--- config.mk ---
export PLATFORM = sky130hd
export DESIGN_NAME = accumulate_arbiter_flat
export DESIGN_NICKNAME = d
export VERILOG_FILES = /design/src/rtl/accumulate_arbiter_if.sv /design/src/rtl/accumulate_arbiter.sv /design/src/flat_wrapper.sv
export SDC_FILE = /design/constraint.sdc
export NUM_CORES = 1
export LEC_CHECK = 0
export ABC_AREA = 0
export CORE_UTILIZATION = 30
export DETAILED_ROUTE_END_ITERATION = 8
export PLACE_DENSITY_LB_ADDON = 0.25
export SYNTH_ARGS = -nofsm -noshare
export SYNTH_HDL_FRONTEND = slang
export SYNTH_SLANG_ARGS = --single-unit
--- constraint.sdc ---
create_clock -name clk -period 3.6 [get_ports clk]
set_input_delay 1.08 -clock clk [delete_from_list [all_inputs] [get_ports clk]]
set_output_delay 1.08 -clock clk [all_outputs]
set_load 0.1 [all_outputs]
--- src/rtl/accumulate_arbiter_if.sv ---
// ============================================================================
// Module  : accumulate_arbiter_if
// Purpose : Requester, result and accumulator-side signals of the arbiter.
//           Carries res_cnt when ACCUMULATE_ARBITER_COUNT_EN is defined.
// Revision: 1.0 - initial release
// ============================================================================
`default_nettype none

interface accumulate_arbiter_if #(
    parameter int N  = 4,
    parameter int W  = 16
`ifdef ACCUMULATE_ARBITER_COUNT_EN
    ,
    parameter int CW = 8
`endif
);
    logic [N-1:0]   req_stb;
    logic [N*W-1:0] req_dat;
    logic [N-1:0]   req_lst;
    logic [N-1:0]   req_rdy;
    logic [N-1:0]   res_stb;
    logic [W-1:0]   res_dat;
    logic [N-1:0]   res_rdy;
    logic           acc_s_stb;
    logic [W-1:0]   acc_s_dat;
    logic           acc_s_rdy;
    logic           acc_m_stb;
    logic [W-1:0]   acc_m_dat;
    logic           acc_m_rdy;
    logic [N-1:0]   gnt;
    logic           err;

`ifdef ACCUMULATE_ARBITER_COUNT_EN
    logic [CW-1:0]  res_cnt;

    modport slave (
        input  req_stb, req_dat, req_lst, res_rdy, acc_s_rdy, acc_m_stb, acc_m_dat,
        output req_rdy, res_stb, res_dat, acc_s_stb, acc_s_dat, acc_m_rdy, gnt, err, res_cnt
    );
    modport master (
        output req_stb, req_dat, req_lst, res_rdy, acc_s_rdy, acc_m_stb, acc_m_dat,
        input  req_rdy, res_stb, res_dat, acc_s_stb, acc_s_dat, acc_m_rdy, gnt, err, res_cnt
    );
`else
    modport slave (
        input  req_stb, req_dat, req_lst, res_rdy, acc_s_rdy, acc_m_stb, acc_m_dat,
        output req_rdy, res_stb, res_dat, acc_s_stb, acc_s_dat, acc_m_rdy, gnt, err
    );
    modport master (
        output req_stb, req_dat, req_lst, res_rdy, acc_s_rdy, acc_m_stb, acc_m_dat,
        input  req_rdy, res_stb, res_dat, acc_s_stb, acc_s_dat, acc_m_rdy, gnt, err
    );
`endif
endinterface

`default_nettype wire

--- src/rtl/accumulate_arbiter.sv ---
// ============================================================================
// Module  : accumulate_arbiter
// Purpose : Round-robin sharing of one accumulate unit among N burst sources;
//           forwards a burst, forces the flush gap, routes the sum back.
//           Optional beat counter (res_cnt) under ACCUMULATE_ARBITER_COUNT_EN.
// Revision: 1.0 - initial release
// ============================================================================
`default_nettype none

module accumulate_arbiter #(
    parameter int N  = 4,
    parameter int W  = 16
`ifdef ACCUMULATE_ARBITER_COUNT_EN
    ,
    parameter int CW = 8
`endif
) (
    input  logic                  clk,
    input  logic                  rst_n,
    accumulate_arbiter_if.slave   bus
);
    localparam int OW = (N > 1) ? $clog2(N) : 1;

    typedef enum logic [1:0] {
        S_IDLE  = 2'd0,
        S_BURST = 2'd1,
        S_GAP   = 2'd2,
        S_WAIT  = 2'd3
    } state_t;

    state_t          r_state, w_state_nx;
    logic [OW-1:0]   r_owner, w_owner_nx;
    logic [N-1:0]    r_gnt,   w_gnt_nx;
    logic [OW-1:0]   r_ptr,   w_ptr_nx;
    logic            r_err,   w_err_nx;
    logic            r_seen,  w_seen_nx;
`ifdef ACCUMULATE_ARBITER_COUNT_EN
    logic [CW-1:0]   r_cnt,   w_cnt_nx;
`endif

    logic            w_found;
    logic [OW-1:0]   w_winner;
    logic [OW-1:0]   w_ptr_after;
    logic            w_own_stb;
    logic            w_own_lst;

    assign w_own_stb   = bus.req_stb[r_owner];
    assign w_own_lst   = bus.req_lst[r_owner];
    assign w_ptr_after = (r_owner == OW'(N - 1)) ? '0 : r_owner + 1'b1;

    // First requester at or after ptr, wrapping modulo N
    always_comb begin
        logic [OW-1:0] idx;
        w_found  = 1'b0;
        w_winner = '0;
        idx      = '0;
        for (int k = 0; k < N; k++) begin
            idx = OW'((int'(r_ptr) + k) % N);
            if (!w_found && bus.req_stb[idx]) begin
                w_found  = 1'b1;
                w_winner = idx;
            end
        end
    end

    always_comb begin
        w_state_nx = r_state;
        w_owner_nx = r_owner;
        w_gnt_nx   = r_gnt;
        w_ptr_nx   = r_ptr;
        w_err_nx   = r_err;
        w_seen_nx  = r_seen;
`ifdef ACCUMULATE_ARBITER_COUNT_EN
        w_cnt_nx   = r_cnt;
`endif
        case (r_state)
            S_IDLE: begin
                if (w_found) begin
                    w_state_nx           = S_BURST;
                    w_owner_nx           = w_winner;
                    w_gnt_nx             = '0;
                    w_gnt_nx[w_winner]   = 1'b1;
                    w_seen_nx            = 1'b0;
`ifdef ACCUMULATE_ARBITER_COUNT_EN
                    w_cnt_nx             = '0;
`endif
                end
            end
            S_BURST: begin
                if (w_own_stb) begin
                    if (bus.acc_s_rdy) begin
                        w_seen_nx = 1'b1;
`ifdef ACCUMULATE_ARBITER_COUNT_EN
                        if (r_cnt != {CW{1'b1}})
                            w_cnt_nx = r_cnt + 1'b1;
`endif
                        if (w_own_lst)
                            w_state_nx = S_GAP;
                    end
                end else begin
                    // Bubble: flush what was accepted, or abandon an empty burst
                    w_err_nx = 1'b1;
                    if (r_seen) begin
                        w_state_nx = S_GAP;
                    end else begin
                        w_state_nx = S_IDLE;
                        w_gnt_nx   = '0;
                        w_ptr_nx   = w_ptr_after;
                    end
                end
            end
            S_GAP: begin
                w_state_nx = S_WAIT;
            end
            S_WAIT: begin
                if (bus.acc_m_stb && bus.res_rdy[r_owner]) begin
                    w_state_nx = S_IDLE;
                    w_gnt_nx   = '0;
                    w_ptr_nx   = w_ptr_after;
                end
            end
            default: begin
                w_state_nx = S_IDLE;
                w_gnt_nx   = '0;
            end
        endcase
    end

    always_ff @(posedge clk or negedge rst_n) begin
        if (!rst_n) begin
            r_state <= S_IDLE;
            r_owner <= '0;
            r_gnt   <= '0;
            r_ptr   <= '0;
            r_err   <= 1'b0;
            r_seen  <= 1'b0;
`ifdef ACCUMULATE_ARBITER_COUNT_EN
            r_cnt   <= '0;
`endif
        end else begin
            r_state <= w_state_nx;
            r_owner <= w_owner_nx;
            r_gnt   <= w_gnt_nx;
            r_ptr   <= w_ptr_nx;
            r_err   <= w_err_nx;
            r_seen  <= w_seen_nx;
`ifdef ACCUMULATE_ARBITER_COUNT_EN
            r_cnt   <= w_cnt_nx;
`endif
        end
    end

    assign bus.acc_s_stb = (r_state == S_BURST) && w_own_stb;
    assign bus.acc_s_dat = bus.req_dat[int'(r_owner)*W +: W];
    assign bus.req_rdy   = (r_state == S_BURST) ? (r_gnt & {N{bus.acc_s_rdy}}) : '0;
    assign bus.res_stb   = (r_state == S_WAIT)  ? (r_gnt & {N{bus.acc_m_stb}}) : '0;
    assign bus.res_dat   = bus.acc_m_dat;
    assign bus.acc_m_rdy = (r_state == S_WAIT) && bus.res_rdy[r_owner];
    assign bus.gnt       = r_gnt;
    assign bus.err       = r_err;
`ifdef ACCUMULATE_ARBITER_COUNT_EN
    assign bus.res_cnt   = r_cnt;
`endif

endmodule

`default_nettype wire

--- src/flat_wrapper.sv ---
// flat-port wrapper written by rule: the top's interface ports become plain ports
module accumulate_arbiter_flat 
#(
    parameter int N  = 4,
    parameter int W  = 16

)
  (clk, rst_n, bus_req_stb, bus_req_dat, bus_req_lst, bus_res_rdy, bus_acc_s_rdy, bus_acc_m_stb, bus_acc_m_dat, bus_req_rdy, bus_res_stb, bus_res_dat, bus_acc_s_stb, bus_acc_s_dat, bus_acc_m_rdy, bus_gnt, bus_err);
  accumulate_arbiter_if #(.N(N), .W(W)) bus_i ();
  input  logic clk;
  input  logic rst_n;
  input wire logic [$bits(bus_i.req_stb)-1:0] bus_req_stb;
  input wire logic [$bits(bus_i.req_dat)-1:0] bus_req_dat;
  input wire logic [$bits(bus_i.req_lst)-1:0] bus_req_lst;
  input wire logic [$bits(bus_i.res_rdy)-1:0] bus_res_rdy;
  input wire logic [$bits(bus_i.acc_s_rdy)-1:0] bus_acc_s_rdy;
  input wire logic [$bits(bus_i.acc_m_stb)-1:0] bus_acc_m_stb;
  input wire logic [$bits(bus_i.acc_m_dat)-1:0] bus_acc_m_dat;
  output wire logic [$bits(bus_i.req_rdy)-1:0] bus_req_rdy;
  output wire logic [$bits(bus_i.res_stb)-1:0] bus_res_stb;
  output wire logic [$bits(bus_i.res_dat)-1:0] bus_res_dat;
  output wire logic [$bits(bus_i.acc_s_stb)-1:0] bus_acc_s_stb;
  output wire logic [$bits(bus_i.acc_s_dat)-1:0] bus_acc_s_dat;
  output wire logic [$bits(bus_i.acc_m_rdy)-1:0] bus_acc_m_rdy;
  output wire logic [$bits(bus_i.gnt)-1:0] bus_gnt;
  output wire logic [$bits(bus_i.err)-1:0] bus_err;
  assign bus_i.req_stb = bus_req_stb;
  assign bus_i.req_dat = bus_req_dat;
  assign bus_i.req_lst = bus_req_lst;
  assign bus_i.res_rdy = bus_res_rdy;
  assign bus_i.acc_s_rdy = bus_acc_s_rdy;
  assign bus_i.acc_m_stb = bus_acc_m_stb;
  assign bus_i.acc_m_dat = bus_acc_m_dat;
  assign bus_req_rdy = bus_i.req_rdy;
  assign bus_res_stb = bus_i.res_stb;
  assign bus_res_dat = bus_i.res_dat;
  assign bus_acc_s_stb = bus_i.acc_s_stb;
  assign bus_acc_s_dat = bus_i.acc_s_dat;
  assign bus_acc_m_rdy = bus_i.acc_m_rdy;
  assign bus_gnt = bus_i.gnt;
  assign bus_err = bus_i.err;
  accumulate_arbiter #(.N(N), .W(W)) u_core (.clk(clk), .rst_n(rst_n), .bus(bus_i));
endmodule
# Word level (Yosys, flattened, before mapping)
# Index checks and enable logic that the tools add are counted.
# totals
ff_bits	12
latchBits	0
ram_bits	0
mem_bits_ro	0
in_bits	96
output_inout_bits	47
elab_cells	100
n_memories	0
# op_classes
addsub	4
n_mul	0
div	0
order_cmp	7
n_eq_ne	12
n_shift	1
muxes	47
n_bitwise	3
reduce_logical	20
# ops
op	n
64-bit by 7-bit variable part select with 16-bit output	1
2-bit 2-to-1 mux	14
4-bit 2-to-1 mux	6
2-bit by 3-bit < comparator with 1-bit output, second input constant	6
1-bit 2-to-1 mux	15
1-bit binary-select mux with 2-bit select	7
4-bit one-hot mux with 3 select lines	1
4-bit AND reduction	3
4-bit bitwise AND	2
2-bit one-hot mux with 4 select lines	1
1-bit logical AND	7
2-bit == test, second input constant	3
2-bit by 1-bit != test with 1-bit output, second input constant	3
2-bit != test, second input constant	3
3-bit != test, second input constant	2
5-bit AND reduction	1
2-bit by 1-bit adder with 2-bit output, second input constant	2
2-bit adder, second input constant	2
2-bit one-hot mux with 2 select lines	1
2-bit AND reduction	2
2-bit nonzero test	2
1-bit logical NOT	3
3-bit nonzero test	1
1-bit demux with 2-bit select	1
5 further kinds	5

# Depth between registers and ports, before layout
# Gate-level depths: netlist of run 1.
# logic_depth
ltp_word	18
ltp_mapped	5
ltp_nobuf	4

# Worst setup path before layout of run 1
# No wires, ideal clock.
# synth_path
kind	input-to-output
from	input port bus_req_stb[2]
to	output port bus_acc_s_stb
arrival_time_ns	2.168
required_ns	2.520
slack_ns	0.352
path_stages	2
path_buffers	0
cell_sequence	mux4_2 and2_1
# synth_between
elab_chain_cells	3
# synth_lines
element	line_no	source
start: declaration	flat_wrapper.sv:12	input wire logic [$bits(bus_i.req_stb)-1:0] bus_req_stb;
1-bit binary-select mux with 2-bit select	accumulate_arbiter.sv:47	assign w_own_stb = bus.req_stb[r_owner];
1-bit 2-to-1 mux (implied by the code)	accumulate_arbiter.sv:47	
1-bit logical AND	accumulate_arbiter.sv:153	assign bus.acc_s_stb = (r_state == S_BURST) && w_own_stb;
end: declaration	flat_wrapper.sv:22	output wire logic [$bits(bus_i.acc_s_stb)-1:0] bus_acc_s_stb;
# No other way between the ends. The select of a mux whose other input is x is not followed.

# Worst setup path in the final report of run 1
# layout_path
from	input port bus_res_rdy[3]
to	output port bus_acc_m_rdy
# layout_between
elab_chain_cells	3
# layout_lines
element	line_no	source
start: declaration	flat_wrapper.sv:15	input wire logic [$bits(bus_i.res_rdy)-1:0] bus_res_rdy;
1-bit binary-select mux with 2-bit select	accumulate_arbiter.sv:158	assign bus.acc_m_rdy = (r_state == S_WAIT) && bus.res_rdy[r_owner];
1-bit 2-to-1 mux (implied by the code)	accumulate_arbiter.sv:158	
1-bit logical AND	accumulate_arbiter.sv:158	
end: declaration	flat_wrapper.sv:24	output wire logic [$bits(bus_i.acc_m_rdy)-1:0] bus_acc_m_rdy;
# No other way between the ends. The select of a mux whose other input is x is not followed.

==> key figures, run 1 <==
Synth
  • Count leader, synth: mux4_2
  • Dominant cells by area after synthesis: mux4_2, dfrtp_1, buf_4, and3_1, and2_1
  • Cell accounting for the most synthesized area: mux4_2
  • Synth cell types: 32
  • Post-synth ARST share: 100%
  • Cell Area, Synth: 1270 µm²
  • Yosys top cell area share: 33.8%
  • Syn Area/Cell: 11.7 µm²
  • Predominant post-synthesis flop cell: dfrtp_1
  • Yosys warnings: 0
  • Seq/Total Area, Yosys: 23.7%
  • Syn_nets: 205
  • Commonest cells in the synthesized netlist: mux4_2, buf_4, dfrtp_1, and3_1, and2_1
  • Post-Syn Instances: 108
  • EDFF count, synth: 0
  • Synthesis-stage register bit count: 12

Detailed routing
  • WL final: 4700 µm
  • DRT antenna net count: 0
  • DR vias/cell: 5.12
  • Wire length per cell: 18.3 µm
  • Initial DRC count: 19
  • Remaining DRCs: 0
  • Pre-Repair DR Iteration Count: 4
  • Vias: 1317

Final layout
  • Layout fillers: 299
  • Ratio of cells with drive above 1 in the final layout: 32.4%
  • Number of diodes: 0
  • Nets@finish: 306
  • Seq. cell area: 300 µm²
  • Area grow syn2layout: 108%
  • Fin area: 2640 µm²
  • Multi-input gate area: 813 µm²

Placed design
  • Post-Place Cell Area: 2600 µm²
  • DP HPWL: 4010 µm
  • Pre-CTS setup slack: 0.109 ns
  • I/O Buffers: 110
  • Placer Congestion: 0.767

STA
  • Hold Worst Slack: 0.480 ns
  • Post-route setup slack: 0.107 ns
  • Clk_skew: 0.00268 ns
  • Fin crit period: 3.49 ns
  • RSZ-0062 raised after global routing: no
  • Hold Violations, Final: 0
  • Worst slew margin: 59.6%
  • Period utilization: 97.0%
  • Final setup violation count: 0
  • Final slew viol count: 0
  • Fmax achieved: 286 MHz
  • Tightest Pin Transition: 0.601 ns
  • Post-route setup TNS: 0 ns

CTS
  • Clk Tree Root Cell: clkbuf_8
  • CTS tree: built
  • Worst-path clk slew: 0.05 ns
  • Setup repair bufs after CTS: 0
  • Post-CTS resize count: 0
  • Sink Count: 12
  • Clock buffer depth: 2
  • Worst-skew pair later-pin latency: 0.23 ns
  • Post-CTS Hold Fix Bufs: 0
  • TritonCTS buffer count: 3
  • H-tree depth: 1

Floorplan
  • Die Height: 67.0 µm
  • Core area: 4030 µm²
  • Total die area: 4480 µm²
  • Initial Utilization: 31.4%
  • Ports: 143
  • Rows: 23
  • Chip width: 67.0 µm

Worst setup path
  • Worst Path Max Fanout: 4
  • Critical path class: input port to output pin
  • R2R Setup Slk: 1.55 ns
  • Critical path endpoint category: output pin
  • Setup crit start kind: input port
  • Worst path required time: 2.52 ns
  • Worst EP arrival: 2.41 ns

Pwr
  • Leakage: 1.07 nW
  • VDD IR-drop max: 692 µV
  • Power density over the cells: 1000 nW/µm²

GRT
  • Initial antenna violation count: 0
  • Grt total ovfl: 0
  • Largest net degree at the start of global routing: 17
  • Vias in the first global route: 1447
  • Total GRT Usage: 21.9%
  • First-pass GRT wire length: 7090 µm

Job
  • Max_cap viols: 0

Outcome
  • Status: completed

Hold path
  • Worst Hold Class: register to register
-- layout make-up --
class                      instances  area share, %
timing repair buffer             117           53.6
multi-input combinational         73           30.8
sequential                        12           11.4
tap                               50           2.37
clock buffer                       3           1.56
inverter                           2          0.284
-- through the flow --
stage | util, % | cells | power, mW
floorplan | - | 108 | 1.86
global placement | 64.5 | 254 | 2.50
detailed placement | 64.5 | 254 | 2.53
CTS | 65.5 | 257 | 2.65
global route | 65.5 | 257 | 2.74
finish | 65.5 | 257 | 2.64
-- state kept, by name, summed over array words and instances (netlist names), named ones only --
register and cells:
u_core.r_owner 2, u_core.r_ptr 2, u_core.r_seen 1, u_core.bus.gnt 4, u_core.r_state 1, u_core.bus.err 1
-- power breakdown --
group	internal, mW	switching [mW]
Sequential	0.194	0.105
Clock	0.0735	0.0459
Combinational	0.868	1.35
-- worst max-delay path, cell delays in order --
cell and delay (ns):
clkdlybuf4s50_1 0.39, mux4_2 0.52, and3_1 0.24, buf_12 0.17
-- per-layer routing --
layer / up-vias / track usage [%] / share of wire [%]
met2: 49 / 42.2 / 55
li1: 614 / - / -
met4: 0 / 8.78 / 2.9
met1: 636 / 23.4 / 36
met3: 18 / 2.91 / 6.1
met5: - / 0 / 0
-- cell usage in the layout, fill, tap and decap left out, types with 3 or more instances in the layout --
cell type	count
a22o_1	3
buf_12	27
mux4_2	19
and2_1	6
mux2_2	3
nor2_1	4
clkdlybuf4s50_1	79
nand2_1	5
buf_4	11
o21ai_0	3
and3_1	7
clkbuf_8	3
dfrtp_1	12
-- cells by family after synthesis --
| family | synth area share, % |
|---|---|
| multiplexers | 38.0 |
| AO/OA/AOI/OAI | 11.8 |
| adder cells (fa/ha/maj) | 0.988 |
| AND/OR/NAND/NOR | 13.4 |
| buffers and inverters | 12.1 |
| flip-flops | 23.7 |
-- path summary, 6_finish.rpt --
path,from,cells past startpoint,endpoint
hold reg to reg,u_core.bus.err,1,u_core.bus.err
setup / recovery,bus_res_rdy[3],4,bus_acc_m_rdy
min in group asynchronous,rst_n,1,asynchronous set/reset pin
setup reg to reg,u_core.r_owner[0],4,u_core.r_ptr[0]
hold / removal,u_core.bus.err,1,u_core.bus.err
max in group asynchronous,rst_n,1,u_core.r_ptr[0]
Power figures use the tool's default switching activity.
==> run 2, diff against run 1 <==
- CAP_MARGIN: default -> 20
==> results of run 2 <==
The final DEF is identical to that of run 1; final timing and power are the same.
